`src/rtl/axi4l_csr_bank_if.sv`:
```
// AXI4-Lite bus bundle (AW/W/B/AR/R) between a master and the CSR bank.
// Latency: none, wiring only.
// Backpressure: plain AXI valid/ready on each of the five channels.
interface axi4l_csr_bank_if #(
    parameter int ADDR_WIDTH = 32,
    parameter int DATA_WIDTH = 32
);
    // write address channel
    logic [ADDR_WIDTH-1:0]   AXI_AWADDR;
    logic [2:0]              AXI_AWPROT;
    logic                    AXI_AWVALID;
    logic                    AXI_AWREADY;
    // write data channel
    logic [DATA_WIDTH-1:0]   AXI_WDATA;
    logic [DATA_WIDTH/8-1:0] AXI_WSTRB;
    logic                    AXI_WVALID;
    logic                    AXI_WREADY;
    // write response channel
    logic [1:0]              AXI_BRESP;
    logic                    AXI_BVALID;
    logic                    AXI_BREADY;
    // read address channel
    logic [ADDR_WIDTH-1:0]   AXI_ARADDR;
    logic [2:0]              AXI_ARPROT;
    logic                    AXI_ARVALID;
    logic                    AXI_ARREADY;
    // read data channel
    logic [DATA_WIDTH-1:0]   AXI_RDATA;
    logic [1:0]              AXI_RRESP;
    logic                    AXI_RVALID;
    logic                    AXI_RREADY;

    modport master (
        output AXI_AWADDR, AXI_AWPROT, AXI_AWVALID, input AXI_AWREADY,
        output AXI_WDATA, AXI_WSTRB, AXI_WVALID,    input AXI_WREADY,
        input  AXI_BRESP, AXI_BVALID,               output AXI_BREADY,
        output AXI_ARADDR, AXI_ARPROT, AXI_ARVALID, input AXI_ARREADY,
        input  AXI_RDATA, AXI_RRESP, AXI_RVALID,    output AXI_RREADY
    );

    modport slave (
        input  AXI_AWADDR, AXI_AWPROT, AXI_AWVALID, output AXI_AWREADY,
        input  AXI_WDATA, AXI_WSTRB, AXI_WVALID,    output AXI_WREADY,
        output AXI_BRESP, AXI_BVALID,               input AXI_BREADY,
        input  AXI_ARADDR, AXI_ARPROT, AXI_ARVALID, output AXI_ARREADY,
        output AXI_RDATA, AXI_RRESP, AXI_RVALID,    input AXI_RREADY
    );
endinterface

```
`src/rtl/axi4l_csr_bank.sv`:
```
// AXI4-Lite CSR bank: NUM_REGS word-addressed R/W registers with byte strobes and write pulses.
// Latency: BVALID one cycle after the later of AW/W handshakes; RVALID one cycle after AR.
// Backpressure: B and R held stable until BREADY/RREADY; one write and one read per 2 cycles.
module axi4l_csr_bank #(
    parameter int                    ADDR_WIDTH  = 32,
    parameter int                    DATA_WIDTH  = 32,
    parameter int                    NUM_REGS    = 16,
    parameter logic [DATA_WIDTH-1:0] RESET_VALUE = '0
) (
    input  logic                           CLK,
    input  logic                           RST,
    axi4l_csr_bank_if.slave                s_axi,
    output logic [NUM_REGS*DATA_WIDTH-1:0] REGS_OUT,
    output logic [NUM_REGS-1:0]            WR_PULSE
);

    localparam int         STRB_W      = DATA_WIDTH / 8;
    localparam int         IDX_W       = (NUM_REGS > 1) ? $clog2(NUM_REGS) : 1;
    localparam logic [1:0] RESP_OKAY   = 2'b00;
    localparam logic [1:0] RESP_SLVERR = 2'b10;

    typedef enum logic [1:0] {
        W_IDLE      = 2'd0,
        W_HAVE_ADDR = 2'd1,
        W_HAVE_DATA = 2'd2,
        W_RESP      = 2'd3
    } wstate_t;

    typedef enum logic {
        R_IDLE = 1'b0,
        R_DATA = 1'b1
    } rstate_t;

    // register array
    logic [DATA_WIDTH-1:0] r_regs [NUM_REGS];

    // write side state and registered outputs
    wstate_t               r_wstate;
    logic                  r_awready;
    logic                  r_wready;
    logic                  r_bvalid;
    logic [1:0]            r_bresp;
    logic [ADDR_WIDTH-1:0] r_awaddr;
    logic [DATA_WIDTH-1:0] r_wdata;
    logic [STRB_W-1:0]     r_wstrb;
    logic [NUM_REGS-1:0]   r_wr_pulse;

    // read side state and registered outputs
    rstate_t               r_rstate;
    logic                  r_arready;
    logic                  r_rvalid;
    logic [DATA_WIDTH-1:0] r_rdata;
    logic [1:0]            r_rresp;

    // handshakes: ready is only ever high in states that may accept that channel
    logic                  w_aw_hs;
    logic                  w_w_hs;
    logic                  w_ar_hs;
    assign w_aw_hs = s_axi.AXI_AWVALID & r_awready;
    assign w_w_hs  = s_axi.AXI_WVALID  & r_wready;
    assign w_ar_hs = s_axi.AXI_ARVALID & r_arready;

    // write operands come straight off the bus when that channel handshakes this cycle,
    // otherwise from the copy latched on the earlier handshake
    logic [ADDR_WIDTH-1:0] w_wr_addr;
    logic [DATA_WIDTH-1:0] w_wr_data;
    logic [STRB_W-1:0]     w_wr_strb;
    assign w_wr_addr = w_aw_hs ? s_axi.AXI_AWADDR : r_awaddr;
    assign w_wr_data = w_w_hs  ? s_axi.AXI_WDATA  : r_wdata;
    assign w_wr_strb = w_w_hs  ? s_axi.AXI_WSTRB  : r_wstrb;

    // commit happens on the edge where the second of the two halves arrives
    logic                  w_commit;
    assign w_commit = (r_wstate == W_IDLE      && w_aw_hs && w_w_hs) ||
                      (r_wstate == W_HAVE_ADDR && w_w_hs) ||
                      (r_wstate == W_HAVE_DATA && w_aw_hs);

    // full-width range checks so aliased high addresses are rejected
    logic                  w_wr_in_range;
    logic                  w_rd_in_range;
    logic [IDX_W-1:0]      w_wr_idx;
    logic [IDX_W-1:0]      w_rd_idx;
    logic [NUM_REGS-1:0]   w_wr_onehot;
    assign w_wr_in_range = (w_wr_addr < ADDR_WIDTH'(NUM_REGS));
    assign w_rd_in_range = (s_axi.AXI_ARADDR < ADDR_WIDTH'(NUM_REGS));
    assign w_wr_idx      = w_wr_addr[IDX_W-1:0];
    assign w_rd_idx      = s_axi.AXI_ARADDR[IDX_W-1:0];
    assign w_wr_onehot   = w_wr_in_range ? (NUM_REGS'(1) << w_wr_idx) : '0;

    // protection bits carry no meaning for this bank
    logic                  w_unused;
    assign w_unused = &{1'b0, s_axi.AXI_AWPROT, s_axi.AXI_ARPROT};

    // Write FSM: collects AW and W in either order, commits, then holds B until accepted
    always_ff @(posedge CLK or posedge RST) begin
        if (RST) begin
            r_wstate   <= W_IDLE;
            r_awready  <= 1'b0;
            r_wready   <= 1'b0;
            r_bvalid   <= 1'b0;
            r_bresp    <= RESP_OKAY;
            r_awaddr   <= '0;
            r_wdata    <= '0;
            r_wstrb    <= '0;
            r_wr_pulse <= '0;
        end else begin
            r_wr_pulse <= '0;
            if (w_aw_hs) begin
                r_awaddr <= s_axi.AXI_AWADDR;
            end
            if (w_w_hs) begin
                r_wdata <= s_axi.AXI_WDATA;
                r_wstrb <= s_axi.AXI_WSTRB;
            end
            if (w_commit) begin
                r_wstate   <= W_RESP;
                r_awready  <= 1'b0;
                r_wready   <= 1'b0;
                r_bvalid   <= 1'b1;
                r_bresp    <= w_wr_in_range ? RESP_OKAY : RESP_SLVERR;
                r_wr_pulse <= w_wr_onehot;
            end else begin
                case (r_wstate)
                    W_IDLE: begin
                        if (w_aw_hs) begin
                            r_wstate  <= W_HAVE_ADDR;
                            r_awready <= 1'b0;
                            r_wready  <= 1'b1;
                        end else if (w_w_hs) begin
                            r_wstate  <= W_HAVE_DATA;
                            r_awready <= 1'b1;
                            r_wready  <= 1'b0;
                        end else begin
                            // also the path that raises both readies right after reset
                            r_awready <= 1'b1;
                            r_wready  <= 1'b1;
                        end
                    end
                    W_HAVE_ADDR: begin
                        r_awready <= 1'b0;
                        r_wready  <= 1'b1;
                    end
                    W_HAVE_DATA: begin
                        r_awready <= 1'b1;
                        r_wready  <= 1'b0;
                    end
                    W_RESP: begin
                        if (s_axi.AXI_BREADY) begin
                            r_wstate  <= W_IDLE;
                            r_bvalid  <= 1'b0;
                            r_awready <= 1'b1;
                            r_wready  <= 1'b1;
                        end
                    end
                    default: begin
                        r_wstate  <= W_IDLE;
                        r_awready <= 1'b0;
                        r_wready  <= 1'b0;
                        r_bvalid  <= 1'b0;
                    end
                endcase
            end
        end
    end

    // Register array: byte-strobed update on an in-range commit
    always_ff @(posedge CLK or posedge RST) begin
        if (RST) begin
            for (int i = 0; i < NUM_REGS; i++) begin
                r_regs[i] <= RESET_VALUE;
            end
        end else if (w_commit && w_wr_in_range) begin
            for (int b = 0; b < STRB_W; b++) begin
                if (w_wr_strb[b]) begin
                    r_regs[w_wr_idx][b*8 +: 8] <= w_wr_data[b*8 +: 8];
                end
            end
        end
    end

    // Read FSM: samples the array on AR (pre-write value on a same-edge commit), holds R until taken
    always_ff @(posedge CLK or posedge RST) begin
        if (RST) begin
            r_rstate  <= R_IDLE;
            r_arready <= 1'b0;
            r_rvalid  <= 1'b0;
            r_rdata   <= '0;
            r_rresp   <= RESP_OKAY;
        end else begin
            case (r_rstate)
                R_IDLE: begin
                    if (w_ar_hs) begin
                        r_rstate  <= R_DATA;
                        r_arready <= 1'b0;
                        r_rvalid  <= 1'b1;
                        r_rdata   <= w_rd_in_range ? r_regs[w_rd_idx] : '0;
                        r_rresp   <= w_rd_in_range ? RESP_OKAY : RESP_SLVERR;
                    end else begin
                        r_arready <= 1'b1;
                    end
                end
                R_DATA: begin
                    if (s_axi.AXI_RREADY) begin
                        r_rstate  <= R_IDLE;
                        r_rvalid  <= 1'b0;
                        r_arready <= 1'b1;
                    end
                end
                default: begin
                    r_rstate  <= R_IDLE;
                    r_arready <= 1'b0;
                    r_rvalid  <= 1'b0;
                end
            endcase
        end
    end

    // flat view of the array for downstream logic
    for (genvar g = 0; g < NUM_REGS; g++) begin : g_regs_out
        assign REGS_OUT[g*DATA_WIDTH +: DATA_WIDTH] = r_regs[g];
    end

    assign WR_PULSE          = r_wr_pulse;
    assign s_axi.AXI_AWREADY = r_awready;
    assign s_axi.AXI_WREADY  = r_wready;
    assign s_axi.AXI_BVALID  = r_bvalid;
    assign s_axi.AXI_BRESP   = r_bresp;
    assign s_axi.AXI_ARREADY = r_arready;
    assign s_axi.AXI_RVALID  = r_rvalid;
    assign s_axi.AXI_RDATA   = r_rdata;
    assign s_axi.AXI_RRESP   = r_rresp;

endmodule

```
`src/flat_wrapper.sv`:
```
// flat-port wrapper written by rule: the top's interface ports become plain ports
module axi4l_csr_bank_flat 
#(
    parameter int                    ADDR_WIDTH  = 32,
    parameter int                    DATA_WIDTH  = 32,
    parameter int                    NUM_REGS    = 16,
    parameter logic [DATA_WIDTH-1:0] RESET_VALUE = '0
)
  (CLK, RST, REGS_OUT, WR_PULSE, s_axi_AXI_AWADDR, s_axi_AXI_AWPROT, s_axi_AXI_AWVALID, s_axi_AXI_AWREADY, s_axi_AXI_WDATA, s_axi_AXI_WSTRB, s_axi_AXI_WVALID, s_axi_AXI_WREADY, s_axi_AXI_BRESP, s_axi_AXI_BVALID, s_axi_AXI_BREADY, s_axi_AXI_ARADDR, s_axi_AXI_ARPROT, s_axi_AXI_ARVALID, s_axi_AXI_ARREADY, s_axi_AXI_RDATA, s_axi_AXI_RRESP, s_axi_AXI_RVALID, s_axi_AXI_RREADY);
  axi4l_csr_bank_if #(.ADDR_WIDTH(ADDR_WIDTH), .DATA_WIDTH(DATA_WIDTH)) s_axi_i ();
  input  logic CLK;
  input  logic RST;
  output logic [NUM_REGS*DATA_WIDTH-1:0] REGS_OUT;
  output logic [NUM_REGS-1:0] WR_PULSE;
  input wire logic [$bits(s_axi_i.AXI_AWADDR)-1:0] s_axi_AXI_AWADDR;
  input wire logic [$bits(s_axi_i.AXI_AWPROT)-1:0] s_axi_AXI_AWPROT;
  input wire logic [$bits(s_axi_i.AXI_AWVALID)-1:0] s_axi_AXI_AWVALID;
  output wire logic [$bits(s_axi_i.AXI_AWREADY)-1:0] s_axi_AXI_AWREADY;
  input wire logic [$bits(s_axi_i.AXI_WDATA)-1:0] s_axi_AXI_WDATA;
  input wire logic [$bits(s_axi_i.AXI_WSTRB)-1:0] s_axi_AXI_WSTRB;
  input wire logic [$bits(s_axi_i.AXI_WVALID)-1:0] s_axi_AXI_WVALID;
  output wire logic [$bits(s_axi_i.AXI_WREADY)-1:0] s_axi_AXI_WREADY;
  output wire logic [$bits(s_axi_i.AXI_BRESP)-1:0] s_axi_AXI_BRESP;
  output wire logic [$bits(s_axi_i.AXI_BVALID)-1:0] s_axi_AXI_BVALID;
  input wire logic [$bits(s_axi_i.AXI_BREADY)-1:0] s_axi_AXI_BREADY;
  input wire logic [$bits(s_axi_i.AXI_ARADDR)-1:0] s_axi_AXI_ARADDR;
  input wire logic [$bits(s_axi_i.AXI_ARPROT)-1:0] s_axi_AXI_ARPROT;
  input wire logic [$bits(s_axi_i.AXI_ARVALID)-1:0] s_axi_AXI_ARVALID;
  output wire logic [$bits(s_axi_i.AXI_ARREADY)-1:0] s_axi_AXI_ARREADY;
  output wire logic [$bits(s_axi_i.AXI_RDATA)-1:0] s_axi_AXI_RDATA;
  output wire logic [$bits(s_axi_i.AXI_RRESP)-1:0] s_axi_AXI_RRESP;
  output wire logic [$bits(s_axi_i.AXI_RVALID)-1:0] s_axi_AXI_RVALID;
  input wire logic [$bits(s_axi_i.AXI_RREADY)-1:0] s_axi_AXI_RREADY;
  assign s_axi_i.AXI_AWADDR = s_axi_AXI_AWADDR;
  assign s_axi_i.AXI_AWPROT = s_axi_AXI_AWPROT;
  assign s_axi_i.AXI_AWVALID = s_axi_AXI_AWVALID;
  assign s_axi_AXI_AWREADY = s_axi_i.AXI_AWREADY;
  assign s_axi_i.AXI_WDATA = s_axi_AXI_WDATA;
  assign s_axi_i.AXI_WSTRB = s_axi_AXI_WSTRB;
  assign s_axi_i.AXI_WVALID = s_axi_AXI_WVALID;
  assign s_axi_AXI_WREADY = s_axi_i.AXI_WREADY;
  assign s_axi_AXI_BRESP = s_axi_i.AXI_BRESP;
  assign s_axi_AXI_BVALID = s_axi_i.AXI_BVALID;
  assign s_axi_i.AXI_BREADY = s_axi_AXI_BREADY;
  assign s_axi_i.AXI_ARADDR = s_axi_AXI_ARADDR;
  assign s_axi_i.AXI_ARPROT = s_axi_AXI_ARPROT;
  assign s_axi_i.AXI_ARVALID = s_axi_AXI_ARVALID;
  assign s_axi_AXI_ARREADY = s_axi_i.AXI_ARREADY;
  assign s_axi_AXI_RDATA = s_axi_i.AXI_RDATA;
  assign s_axi_AXI_RRESP = s_axi_i.AXI_RRESP;
  assign s_axi_AXI_RVALID = s_axi_i.AXI_RVALID;
  assign s_axi_i.AXI_RREADY = s_axi_AXI_RREADY;
  axi4l_csr_bank #(.ADDR_WIDTH(ADDR_WIDTH), .DATA_WIDTH(DATA_WIDTH), .NUM_REGS(NUM_REGS), .RESET_VALUE(RESET_VALUE)) u_core (.CLK(CLK), .RST(RST), .s_axi(s_axi_i), .REGS_OUT(REGS_OUT), .WR_PULSE(WR_PULSE));
endmodule
```
`config.mk`:
```
export PLATFORM = sky130hd
export DESIGN_NAME = axi4l_csr_bank_flat
export DESIGN_NICKNAME = d
export VERILOG_FILES = /design/src/rtl/axi4l_csr_bank_if.sv /design/src/rtl/axi4l_csr_bank.sv /design/src/flat_wrapper.sv
export SDC_FILE = /design/constraint.sdc
export NUM_CORES = 1
export LEC_CHECK = 0
export BUFFER_PORTS_ARGS = -buffer_cell sky130_fd_sc_hd__buf_2
export CAP_MARGIN = 5
export CORE_AREA = 2 2 267 269
export DETAILED_ROUTE_END_ITERATION = 8
export DIE_AREA = 0 0 269 271
export GPL_TIMING_DRIVEN = 0
export PLACE_DENSITY_LB_ADDON = 0.3
export RECOVER_POWER = 50
export SLEW_MARGIN = 20
export SYNTH_ARGS = -nofsm -noshare
export SYNTH_HDL_FRONTEND = slang
export SYNTH_SLANG_ARGS = --single-unit
export TNS_END_PERCENT = 30
```
`constraint.sdc`:
```
create_clock -name CLK -period 29.2 [get_ports CLK]
set_input_delay 4.38 -clock CLK [delete_from_list [all_inputs] [get_ports CLK]]
set_output_delay 4.38 -clock CLK [all_outputs]
set_load 0.03 [all_outputs]
```
After elaboration in Yosys (flattened, before gate mapping)
Index checks and enable logic that the tools add are counted.
Operators by class
  $lt $le $gt $ge: 5
  equality and inequality tests: 7
  shifts and indexed selects: 1
  muxes and demuxes: 55
  bitwise operators: 6
  reduce and logical (&&, ||, !) cells: 16
Operators with widths (number)
  512-bit 2-to-1 mux: 7
  512-bit bitwise mux: 4
  32-bit demux with 4-bit select: 4
  32-bit 2-to-1 mux: 6
  32-bit binary-select mux with 4-bit select: 1
  32-bit by 5-bit < comparator with 1-bit output, second input constant: 2
  16-bit 2-to-1 mux: 3
  24-bit 2-to-1 mux: 1
  1-bit by 4-bit left shift with 16-bit output, first input constant: 1
  1-bit 2-to-1 mux: 15
  2-bit 2-to-1 mux: 6
  5-bit greater-or-equal comparator, second input constant: 2
  4-bit NOT with 5-bit output: 2
  8-bit 2-to-1 mux: 1
  1-bit case mux with 4 select lines: 2
  1-bit logical AND: 6
  1-bit case mux with 2 select lines: 3
  2-bit AND reduction: 3
  5-bit by 1-bit < comparator with 1-bit output, second input constant: 1
  2-bit equality test, second input constant: 2
  4-bit 2-to-1 mux: 1
  4-bit by 1-bit != test with 1-bit output, second input constant: 1
  2-bit case mux with 2 select lines: 1
  2-bit nonzero test: 2
  other kinds (10): 13
Storage, ports and cells
  register bits: 640
  input port bits: 113

Logic depth before layout (Yosys ltp)
Gate-level depths: netlist (run 1).
  word-level depth: 18
  gate-level depth with buffers: 8
  depth with buffers taken out: 7

Least setup slack after synthesis (run 1)
No wires, ideal clock.
  path kind: input to register
  start point: input port s_axi_AXI_ARADDR[0]
  end point: register u_core.r_rdata[0], in the netlist u_core.s_axi.AXI_RDATA[0]
  library setup time: 133 ps
  arrival time: 6038 ps
  required time: 29067 ps
  slack: 23028 ps
  stages: 7
  path buffers: 3
  cells stage by stage: buf_2 > buf_2 > clkbuf_1 > mux4_2 > mux4_2 > inv_1 > o21ai_0
On the way
  word-level cells in the longest chain between the ends: 5
Ends and longest elaborated chain
  from (decl): line flat_wrapper.sv:26  | input wire logic [$bits(s_axi_i.AXI_ARADDR)-1:0] s_axi_AXI_ARADDR;
  parallel branches: the longest is 4 deep, another holds 32-bit by 5-bit < comparator with 1-bit output
  32-bit 2-to-1 mux (*): line axi4l_csr_bank.sv:196  | r_rdata <= w_rd_in_range ? r_regs[w_rd_idx] : '0;
  to (signal assigned): line axi4l_csr_bank.sv:196
  to (decl): line axi4l_csr_bank.sv:52  | logic [DATA_WIDTH-1:0] r_rdata;
Every way passes the cells marked *. The select of a mux whose other input is x is not followed.
A chain may end at the register's enable or synchronous reset.

==> results by group, run 1 <==
Global routing
  – First-pass GRT wire length: ~160 mm
  – GRT overflow: 0
  – Vias in the first global route: between 20000 and 25000
  – GRT Overall Usage: 0.3030
  – Initial antenna violation count: 7
  – Largest net degree at the start of global routing: 109

Layout
  – Finished Layout Cells: about 3600
  – Area Growth Syn to Fin: 22.40%
  – Fin util: 0.5116
  – Nets: 2718
  – Layout cells sized above 1: 0.4006
  – Cell area after layout: ~36000 µm²
  – Fillers: 6108

STA
  – Crit path time final: ~15000 ps
  – Tightest Pin Transition: ~5500 ps
  – Setup ws final: between 10000 and 15000 ps
  – Max-slew headroom: -2.699
  – Max-slew violation count: between 400 and 500
  – RSZ-0062 raised after global routing: no
  – Worst Skew: a little over 30 ps
  – Final hold slack: roughly 480 ps
  – # setup viols final: 0
  – Setup_tns: 0 ps
  – Final hold vios: 0
  – Final Cycle Share: 0.5128
  – Fmax: 66.78 MHz

Power
  – LEAKAGE: between 15 and 20 nW
  – Tot Pwr: approximately 2.3 mW
  – Power per cell area: 65.12 nW/µm²
  – Peak VDD IR: around 0.046 mV

Setup path
  – WP data arrival: roughly 14000 ps
  – Critical path required time: 28570 ps
  – Critical path class: input port to asynchronous set/reset pin
  – Crit end category: asynchronous set/reset pin
  – Worst r2r src: u_core.s_axi.AXI_WREADY
  – Critical Path Fanout Max: ~100
  – CP Launch Type: input port
  – Setup crit start: RST

Synthesis
  – Area contributors post-synth: dfrtp_1 (55%), mux2_2 (16%), mux4_2 (12%)
  – Synth Flop Type: dfrtp_1
  – Syn_area_per_cell: roughly 16 µm²
  – Dominant cell type by area after synthesis: dfrtp_1
  – Ys Warns: 0
  – Yosys reg bits: approximately 640
  – Post-Syn Area: 29170 µm²
  – Async set-or-reset flop fraction in the synthesized netlist: 1.000
  – Most frequent cells after synthesis: dfrtp_1 (638), mux2_2 (415), mux4_2 (160)
  – Yosys cell types: 44
  – Top-count cell post-synth: dfrtp_1
  – Register area share after synthesis: 0.5474
  – Synth Instances: around 1800
  – Synth top area share: 0.5474
  – Post-synth EDFFs: 0

Floorplanning
  – Placeable Area: about 70000 µm²
  – DIE AREA: 72900 µm²
  – Initial Util: 0.4179
  – Die H: approximately 270 µm
  – Number of top-level pins: approximately 700
  – Num rows: 97
  – Die X: 269 µm

Drt
  – Wirelength, routed: 111.0 mm
  – Post-route ant nets: 0
  – # DRC: 0
  – DRT Pass-1 Iters: 7
  – Drt via density: approximately 5.7
  – Vias: just over 20000
  – DR WL/cell: roughly 31 µm
  – Iteration-0 DRC Markers: about 1700

Placement
  – DP HPWL: 81.62 mm
  – IO Port Bufs: 670
  – Placed cell count: ~3500
  – Post-placement setup slack: 21990 ps
  – Dpl cell area: about 34000 µm²
  – Routability cong.: about 0.9

Clock tree
  – Total CTS buffers: a little over 70
  – Postcts setup bufs: 0
  – Clock Latency Late Sink: about 620 ps
  – Clock sinks: 638
  – Htree depth: 3
  – Clock transition at path regs: ~60 ps
  – CTS tree: done
  – Cts repair resizes: 0
  – Clock root buffer: clkbuf_16
  – CTS Hold Bufs: 0
  – Longest Clk Path Bufs: 3

Job
  – Max-cap violation count: 5

Status
  – Failing checks: capacitance limit, slew limit
  – Outcome: finished with violations

Worst hold path
  – Hold Path Class: flop to flop
  – Hold Path Origin: u_core.r_awaddr[16]
-- sequential cells by signal, indices dropped and copies added, names as in the netlist, 2 cells and up --
name                    flops
u_core.r_wdata             32
u_core.WR_PULSE            16
u_core.r_wstate             2
u_core.r_awaddr            32
u_core.s_axi.AXI_RDATA     32
u_core.REGS_OUT           512
u_core.r_wstrb              4
-- routing by layer --
metal | global-route usage | vias to the layer above | routed length [µm]
met3 | 0.08856 | 255 | 9592
met4 | 0.1270 | 2 | 4582
li1 | - | 8436 | -
met5 | 0 | - | 12
met1 | 0.3686 | 10930 | 42120
met2 | 0.5019 | 946 | 54650
-- logic make-up (layout without fill, tap and decap cells) --
logic type | Yosys count | count (layout) | share of synthesized area
flip-flops | 638 | 638 | 0.5474
adder cells (fa/ha/maj) | 4 | 4 | 0.001716
other | 1 | 9 | 0.0001286
multiplexers | 708 | 708 | 0.3351
AO/OA/AOI/OAI | 61 | 61 | 0.01566
AND/OR/NAND/NOR | 278 | 278 | 0.07396
buffers and inverters | 159 | 965 | 0.02604
-- cell type report --
type	instances	area, µm²	area share
Tap cell	940	1176	0.03294
Timing Repair Buffer	677	2884	0.08078
Buffer	112	565.5	0.01584
Inverter	47	177.7	0.004977
Multi-Input combinational cell	1053	12440	0.3485
Clock buffer	101	2093	0.05863
Clock inverter	28	377.9	0.01058
Antenna cell	7	17.52	0.0004907
Sequential cell	638	15970	0.4472
-- where the power goes --
part | internal [mW] | total, mW | switching [mW] | leakage (nW)
combinational | 0.101 | 0.412 | 0.311 | 7.55
sequential | 0.936 | 0.963 | 0.0264 | 8.75
clock | 0.566 | 0.950 | 0.384 | 1.22
total | 1.60 | 2.32 | 0.722 | 17.5
-- cells in the final DEF (no fill, tap or decap), types with 3 or more instances in the layout --
cell and n:
a21oi_1 3, buf_6 10, nand4_4 42, nand4_1 4
nand4_2 22, mux2_1 136, nor3_1 17, nor2_2 13
dfrtp_1 638, diode_2 7, nor2_1 8, bufinv_16 7
clkbuf_1 513, clkinv_2 13, mux4_2 160, clkbuf_16 74
a31oi_4 6, clkinv_8 3, and4b_1 4, o21ai_0 37
clkbuf_8 14, mux2_2 412, buf_4 8, nand3_1 5
buf_2 263, nor4_1 20, ha_1 4, nand2_1 132
inv_1 46, clkbuf_2 5
-- critical path, stage by stage --
cell and delay, ps:
buf_2 100, clkinvlp_2 1670, clkbuf_1 3880, clkbuf_1 4090
-- final timing paths --
kind / end / slack (ps) / cells after the start
setup reg to reg: u_core.REGS_OUT[73] / 25360 / 7
setup / recovery: u_core.REGS_OUT[255] / 14230 / 4
max in group CLK: u_core.REGS_OUT[73] / 21900 / 8
hold reg to reg: u_core.r_awaddr[16] / 480 / 2
min in group asynchronous: u_core.REGS_OUT[430] / 4620 / 2
hold / removal: u_core.r_awaddr[16] / 480 / 2
(Power assumes the default switching activity.)
==> run 2, diff against run 1 <==
--- a/config.mk
+++ b/config.mk
@@ -7,9 +7,9 @@
 export LEC_CHECK = 0
 export BUFFER_PORTS_ARGS = -buffer_cell sky130_fd_sc_hd__buf_2
 export CAP_MARGIN = 5
-export CORE_AREA = 2 2 267 269
+export CORE_AREA = 2 2 262 264
 export DETAILED_ROUTE_END_ITERATION = 8
-export DIE_AREA = 0 0 269 271
+export DIE_AREA = 0 0 264 266
 export GPL_TIMING_DRIVEN = 0
 export PLACE_DENSITY_LB_ADDON = 0.3
 export RECOVER_POWER = 50
==> constraint.sdc (replaced) <==
create_clock -name CLK -period 12.4 [get_ports CLK]
set_input_delay 1.86 -clock CLK [delete_from_list [all_inputs] [get_ports CLK]]
set_output_delay 1.86 -clock CLK [all_outputs]
set_load 0.03 [all_outputs]
==> run 2 against run 1 <==
  * The flow still finishes with violations (capacitance limit, slew limit)
  * Die area decreased by 3.7%
  * Final cell count decreased by 1.3%
  * Via count increased by 1.7%
  * Wire length increased by 0.37%
  * Total power increased by 130%
  * Sequential share of layout area decreased by 0.18 points
  * First-iteration DRC count increased by 0.12%
==> results by group, run 2 (synthesis gave the netlist of run 1 again) <==
Drt
  – DRT Pass-1 Iters: 5 (was 7)
  – DR WL/cell: 31.32 µm (was 30.80 µm)
  – # DRC: 0 (unchanged)
  – Wirelength, routed: 111.4 mm (was 111.0 mm)
  – Vias: 20910 (was 20570)
  – Post-route ant nets: 0 (unchanged)
  – Drt via density: 5.880 (was 5.709)
  – Iteration-0 DRC Markers: 1684 (was 1682)

Clock tree
  – Clock transition at path regs: 60 ps (about the same)
  – CTS Hold Bufs: 0 (unchanged)
  – Cts repair resizes: 0 (unchanged)
  – Clock Latency Late Sink: 620 ps (about the same)
  – Clock root buffer: clkbuf_16 (unchanged)
  – Longest Clk Path Bufs: 3 (unchanged)
  – Clock sinks: 638 (unchanged)
  – CTS tree: done (unchanged)
  – Postcts setup bufs: 0 (unchanged)
  – Htree depth: 3 (unchanged)
  – Total CTS buffers: 71 (was 72)

Placement
  – IO Port Bufs: 670 (unchanged)
  – DP HPWL: 82.18 mm (was 81.62 mm)
  – Dpl cell area: 34120 µm² (was 33890 µm²)
  – Routability cong.: 0.8748 (was 0.9209)

Power
  – Net Sw Frac: 0.3110 (was 0.3105)
  – Peak VDD IR: 0.1383 mV (was 0.04568 mV)
  – Seq pwr share: 0.418 (was 0.414)
  – Combinational power share: 0.181 (was 0.177)
  – LEAKAGE: 17.99 nW (was 17.53 nW)
  – Clock network fraction of total power: 0.401 (was 0.408)
  – Net Switching: 1.687 mW (was 0.7219 mW)
  – Power per cell area: 151.3 nW/µm² (was 65.12 nW/µm²)
  – Cell-internal power: 3.737 mW (was 1.603 mW)
  – Tot Pwr: 5.425 mW (was 2.325 mW)

Layout
  – Cell area after layout: 35850 µm² (was 35700 µm²)
  – Fin util: 0.5291 (was 0.5116)
  – Layout cells sized above 1: 0.4345 (was 0.4006)
  – Commonest non-fill, non-tap cells in the layout: dfrtp_1 (638), clkbuf_1 (431), mux2_2 (412) (was dfrtp_1 (638), clkbuf_1 (513), mux2_2 (412))
  – Leading cell type in the layout, fill and taps excluded: dfrtp_1 (unchanged)
  – Fillers: 5828 (was 6108)
  – Max FFs per register: 512 (unchanged)
  – Nets: 2733 (was 2718)
  – Area Growth Syn to Fin: 22.90% (was 22.40%)

Setup path
  – Critical path class: input port to asynchronous set/reset pin (unchanged)
  – Most common cell on crit path: clkbuf_1 (unchanged)
  – Setup crit start: RST (unchanged)
  – Worst path buffer plus inverter count: 6 (was 4)
  – R2R setup slack: 8470 ps (was 25360 ps)
  – FF-to-FF path depth: 7 (unchanged)
  – Crit end category: asynchronous set/reset pin (unchanged)
  – CP cell instances: buf_2 > clkinvlp_2 > clkbuf_1 > clkbuf_1 > clkbuf_1 > clkbuf_1 (was buf_2 > clkinvlp_2 > clkbuf_1 > clkbuf_1)
  – Critical path's slowest cell: clkbuf_1 (unchanged)
  – Crit-path leading delay family: buffers and inverters (unchanged)
  – Critical Path Fanout Max: 32 (was 103)
  – Critical path required time: 12840 ps (was 28570 ps)
  – Worst r2r src: u_core.s_axi.AXI_WREADY (unchanged)
  – CP Launch Type: input port (unchanged)
  – Slowest stage delay, CP: 1270 ps (was 4090 ps)
  – Worst path depth: 6 (was 4)
  – RR Endpoint: u_core.REGS_OUT[380] (was u_core.REGS_OUT[73])
  – WP data arrival: 7370 ps (was 14350 ps)
  – Crit path capture: u_core.REGS_OUT[400] (was u_core.REGS_OUT[255])

Floorplanning
  – Placeable Area: 67750 µm² (was 69790 µm²)
  – Initial Util: 0.4305 (was 0.4179)
  – Num rows: 96 (was 97)
  – Die H: 266 µm (was 271 µm)
  – Die X: 264 µm (was 269 µm)
  – DIE AREA: 70220 µm² (was 72900 µm²)
  – Number of top-level pins: 682 (unchanged)

Status
  – Outcome: finished with violations (unchanged)
  – Failing checks: capacitance limit, slew limit (unchanged)

Global routing
  – First-pass GRT wire length: 158.6 mm (was 156.7 mm)
  – GRT overflow: 0 (unchanged)
  – Vias in the first global route: 21830 (was 21480)
  – Largest net degree at the start of global routing: 37 (was 109)
  – Initial antenna violation count: 9 (was 7)
  – GRT Overall Usage: 0.3145 (was 0.3030)

STA
  – Tightest Pin Transition: 1955 ps (was 5549 ps)
  – Fmax: 144.4 MHz
  – Final hold slack: 477.7 ps (was 479.3 ps)
  – Max-slew violation count: 281 (was 445)
  – # setup viols final: 0 (unchanged)
  – Max-slew headroom: -0.3030 (was -2.699)
  – Final Cycle Share: 0.5584
  – Crit path time final: around 6900 ps
  – Final hold vios: 0 (unchanged)
  – Setup_tns: 0 ps (unchanged)
  – RSZ-0062 raised after global routing: no (unchanged)
  – Worst Skew: 21.65 ps (was 31.10 ps)

Worst hold path
  – Hold Path Class: flop to flop (unchanged)

Job
  – Max-cap violation count: 9 (was 5)
-- run 2: cell count changes in the layout (fill, tap and decap cells not counted), sizes merged --
cell,before,now
buf,284,387
diode,7,4
clkinv,18,13
clkbuf,606,521
inv,48,49
-- run 2: layer usage --
layer  vias to the layer above  share of wire  global-route usage
met4                         4          0.044              0.1353
li1                       8465              -                   -
met1                     11180           0.39              0.3998
met2                      1018           0.48              0.5095
met3                       244          0.082             0.08447
met5                         -        0.00024                   0
-- run 2: worst min-delay path by stage --
stage	startpoint	end	slack, ps	cells after the start
floorplan	u_core.r_rstate	u_core.s_axi.AXI_ARREADY	440	1
global placement	u_core.r_rstate	u_core.s_axi.AXI_ARREADY	460	1
detailed placement	u_core.s_axi.AXI_BVALID	u_core.s_axi.AXI_BVALID	460	2
CTS	u_core.s_axi.AXI_BVALID	u_core.s_axi.AXI_BVALID	480	2
global route	u_core.r_awaddr[4]	u_core.r_awaddr[4]	490	2
finish	u_core.r_awaddr[12]	u_core.r_awaddr[12]	480	2
-- run 2: worst register-to-register path: cells and delay by family, from the launching register on --
kind | cells | cell delay (ps)
DFF | 1 | 380
muxes | 2 | 790
and+or+nand+nor | 2 | 810
buffers and inverters | 3 | 1830
-- run 2: cell type report --
class                           instances  area (µm²)  share of cell area
Inverter                               47       177.7            0.004956
Multi-Input combinational cell       1053       12440              0.3471
Antenna cell                            4       10.01           0.0002792
Buffer                                112       568.0             0.01585
Clock buffer                          103        2028             0.05658
Tap cell                              882        1104             0.03079
Clock inverter                         24       356.6            0.009948
Timing Repair Buffer                  693        3194             0.08911
Sequential cell                       638       15970              0.4454
-- run 2: through the flow --
step / setup WS (ps) / instances
after floorplan: 1825 / 1850
after global placement: -1512 / 3402
after detailed placement: 7810 / 3425
after CTS: 8472 / 3552
after global routing: 4451 / 3554
final: 5476 / 3556
-- run 2: power groups by stage --
stage | clock network, mW | registers, mW | logic (mW)
after floorplan | 0 | 2.31 | 0.644
after global placement | 0 | 2.30 | 0.934
after detailed placement | 0 | 2.30 | 0.990
after CTS | 2.21 | 2.27 | 0.993
after global routing | 2.29 | 2.28 | 1.06
final | 2.18 | 2.27 | 0.980
==> run 3, diff against run 2 <==
==> constraint.sdc (replaced) <==
create_clock -name CLK -period 6.15 [get_ports CLK]
set_input_delay 0.9225 -clock CLK [delete_from_list [all_inputs] [get_ports CLK]]
set_output_delay 0.9225 -clock CLK [all_outputs]
set_load 0.03 [all_outputs]
==> run 3 against run 2 <==
  * The flow still finishes with violations (capacitance limit, slew limit)
  * Clock power increased by 100%
  * Sequential power up 100%
  * Global-route usage is the same
  * Hold slack worse by 55 ps
  * Clock skew barely moved
  * Wire length is essentially flat
  * Core utilization grew 0.19 points
  * Critical endpoint is now u_core.REGS_OUT[380]
  * Largest cell class unchanged
  * Largest power group unchanged
==> results by group, run 3 (synthesis gave the netlist of run 1 again) <==
Floorplanning
  – Initial Util: 0.4305 (unchanged)
  – DIE AREA: 70220 µm² (unchanged)
  – Die H: 266 µm (unchanged)
  – Die X: 264 µm (unchanged)
  – Placeable Area: 67750 µm² (unchanged)
  – Num rows: 96 (unchanged)
  – Number of top-level pins: 682 (unchanged)

Drt
  – Vias: 20930 (was 20910)
  – DRT Pass-1 Iters: 5 (unchanged)
  – DR WL/cell: 31.34 µm (was 31.32 µm)
  – Wirelength, routed: 111.4 mm (about the same)
  – Post-route ant nets: 0 (unchanged)
  – Drt via density: 5.885 (was 5.880)
  – Iteration-0 DRC Markers: 1785 (was 1684)
  – # DRC: 0 (unchanged)

Setup path
  – Crit-path leading delay family: buffers and inverters (unchanged)
  – Critical path required time: 6640 ps (was 12840 ps)
  – CP cell instances: and2_0 > clkbuf_1 > mux2_2 > buf_6 > clkbuf_1 > nand4_4 > mux2_2 (was buf_2 > clkinvlp_2 > clkbuf_1 > clkbuf_1 > clkbuf_1 > clkbuf_1)
  – Critical Path Fanout Max: 10 (was 32)
  – Worst path buffer plus inverter count: 3 (was 6)
  – Crit end category: flop (was asynchronous set/reset pin)
  – CP Launch Type: flop (was input port)
  – Critical path's slowest cell: clkbuf_1 (unchanged)
  – WP data arrival: 4400 ps (was 7370 ps)
  – Critical path class: flop to flop (was input port to asynchronous set/reset pin)
  – Slowest stage delay, CP: 820 ps (was 1270 ps)

STA
  – Final Cycle Share: 0.6361
  – Max-slew headroom: -0.3101 (was -0.3030)
  – Tightest Pin Transition: 1965 ps (was 1955 ps)
  – Max-slew violation count: 61 (was 281)
  – Fmax: between 200 and 300 MHz
  – Crit path time final: 3912 ps
  – Final hold slack: 422.6 ps (was 477.7 ps)
  – Final hold vios: 0 (unchanged)
  – RSZ-0062 raised after global routing: no (unchanged)
  – # setup viols final: 0 (unchanged)
  – Worst Skew: 21.35 ps (was 21.65 ps)

Global routing
  – Largest net degree at the start of global routing: 37 (unchanged)
  – GRT overflow: 0 (unchanged)
  – First-pass GRT wire length: 158.6 mm (unchanged)
  – Vias in the first global route: 21830 (unchanged)
  – GRT Overall Usage: 0.3145 (unchanged)
  – Initial antenna violation count: 9 (unchanged)

Power
  – Seq pwr share: 0.417 (was 0.418)
  – Power per cell area: 304.3 nW/µm² (was 151.3 nW/µm²)
  – Peak VDD IR: 0.2789 mV (was 0.1383 mV)
  – Net Switching: 3.403 mW (was 1.687 mW)
  – Cell-internal power: 7.545 mW (was 3.737 mW)
  – LEAKAGE: 18.05 nW (was 17.99 nW)
  – Clock network fraction of total power: 0.401 (about the same)
  – Net Sw Frac: 0.3108 (was 0.3110)
  – Combinational power share: 0.181 (about the same)

Clock tree
  – Clock sinks: 638 (unchanged)
  – Clock transition at path regs: 60 ps (about the same)
  – Postcts setup bufs: 0 (unchanged)
  – Longest Clk Path Bufs: 3 (unchanged)
  – Cts repair resizes: 0 (unchanged)
  – Total CTS buffers: 71 (unchanged)
  – Clock root buffer: clkbuf_16 (unchanged)
  – Clock Latency Late Sink: 620 ps (about the same)
  – CTS tree: done (unchanged)
  – CTS Hold Bufs: 0 (unchanged)
  – Htree depth: 3 (unchanged)

Layout
  – Area Growth Syn to Fin: 23.35% (was 22.90%)
  – Nets: 2733 (unchanged)
  – Leading cell type in the layout, fill and taps excluded: dfrtp_1 (unchanged)
  – Layout cells sized above 1: 0.4371 (was 0.4345)
  – Finished Layout Cells: 3556 (unchanged)
  – Commonest non-fill, non-tap cells in the layout: dfrtp_1 (638), clkbuf_1 (424), mux2_2 (412) (was dfrtp_1 (638), clkbuf_1 (431), mux2_2 (412))
  – Max FFs per register: 512 (unchanged)
  – Cell area after layout: 35980 µm² (was 35850 µm²)

Placement
  – Routability cong.: 0.8748 (unchanged)
  – Placed cell count: 3425 (unchanged)
  – Dpl cell area: 34120 µm² (unchanged)
  – IO Port Bufs: 670 (unchanged)
  – DP HPWL: 82.18 mm (unchanged)

Status
  – Outcome: finished with violations (unchanged)
  – Failing checks: capacitance limit, slew limit (unchanged)

Worst hold path
  – Hold Path Class: input port to asynchronous set/reset pin (was flop to flop)

Job
  – Max-cap violation count: 3 (was 9)
run 3: final timing paths:
path,start,endpoint,slack [ps],depth (start not counted)
worst min-delay path,RST,u_core.REGS_OUT[428],420,2
min in group CLK,u_core.r_awaddr[7],u_core.r_awaddr[7],480,2
worst max register to register,u_core.s_axi.AXI_WREADY,u_core.REGS_OUT[380],2240,7
max in group asynchronous,RST,u_core.REGS_OUT[277],2300,6
worst min register to register,u_core.r_awaddr[7],u_core.r_awaddr[7],480,2
worst max-delay path,u_core.s_axi.AXI_WREADY,u_core.REGS_OUT[380],2240,7
run 3: power groups by stage:
stage | Combinational, mW | Sequential, mW | Clock [mW]
5_1_grt | 2.14 | 4.59 | 4.62
6_report | 1.98 | 4.57 | 4.39
2_1_floorplan | 1.30 | 4.65 | 0
4_1_cts | 2.00 | 4.57 | 4.45
3_3_place_gp | 1.88 | 4.64 | 0
3_5_place_dp | 2.00 | 4.64 | 0
run 3: layout make-up:
type | count | area (µm²)
clock buffers | 103 | 2028
well taps | 882 | 1104
clock inverters | 24 | 356.6
multi-input cells | 1053 | 12440
diodes | 4 | 10.01
fillers | 5813 | 31770
plain buffers | 112 | 568.0
repair buffers | 693 | 3323
inverters | 47 | 177.7
flip-flops and latches | 638 | 15970
run 3: routing by layer:
metal,up-vias,track usage,share of wire
met3,254,0.08447,0.086
met2,1044,0.5095,0.48
li1,8465,-,-
met4,4,0.1353,0.044
met5,-,0,0.00024
met1,11160,0.3998,0.39
run 3: per-stage QoR:
stage	TNS, ps	utilization	power (mW)	setup WS [ps]
after global routing	0	0.5310	11.35	1749
after global placement	-4286580	0.4964	6.527	-6824
after CTS	0	0.5388	11.02	3159
after floorplan	-2224870	-	5.953	-3487
after detailed placement	0	0.5036	6.639	2498
final	0	0.5310	10.95	2238
run 3: worst reg2reg max path, stage by stage, from the launching register on:
cell      delay, ps
dfrtp_1         380
and2_0          300
clkbuf_1        810
mux2_2          330
buf_6           180
clkbuf_1        830
nand4_4         510
mux2_2          460
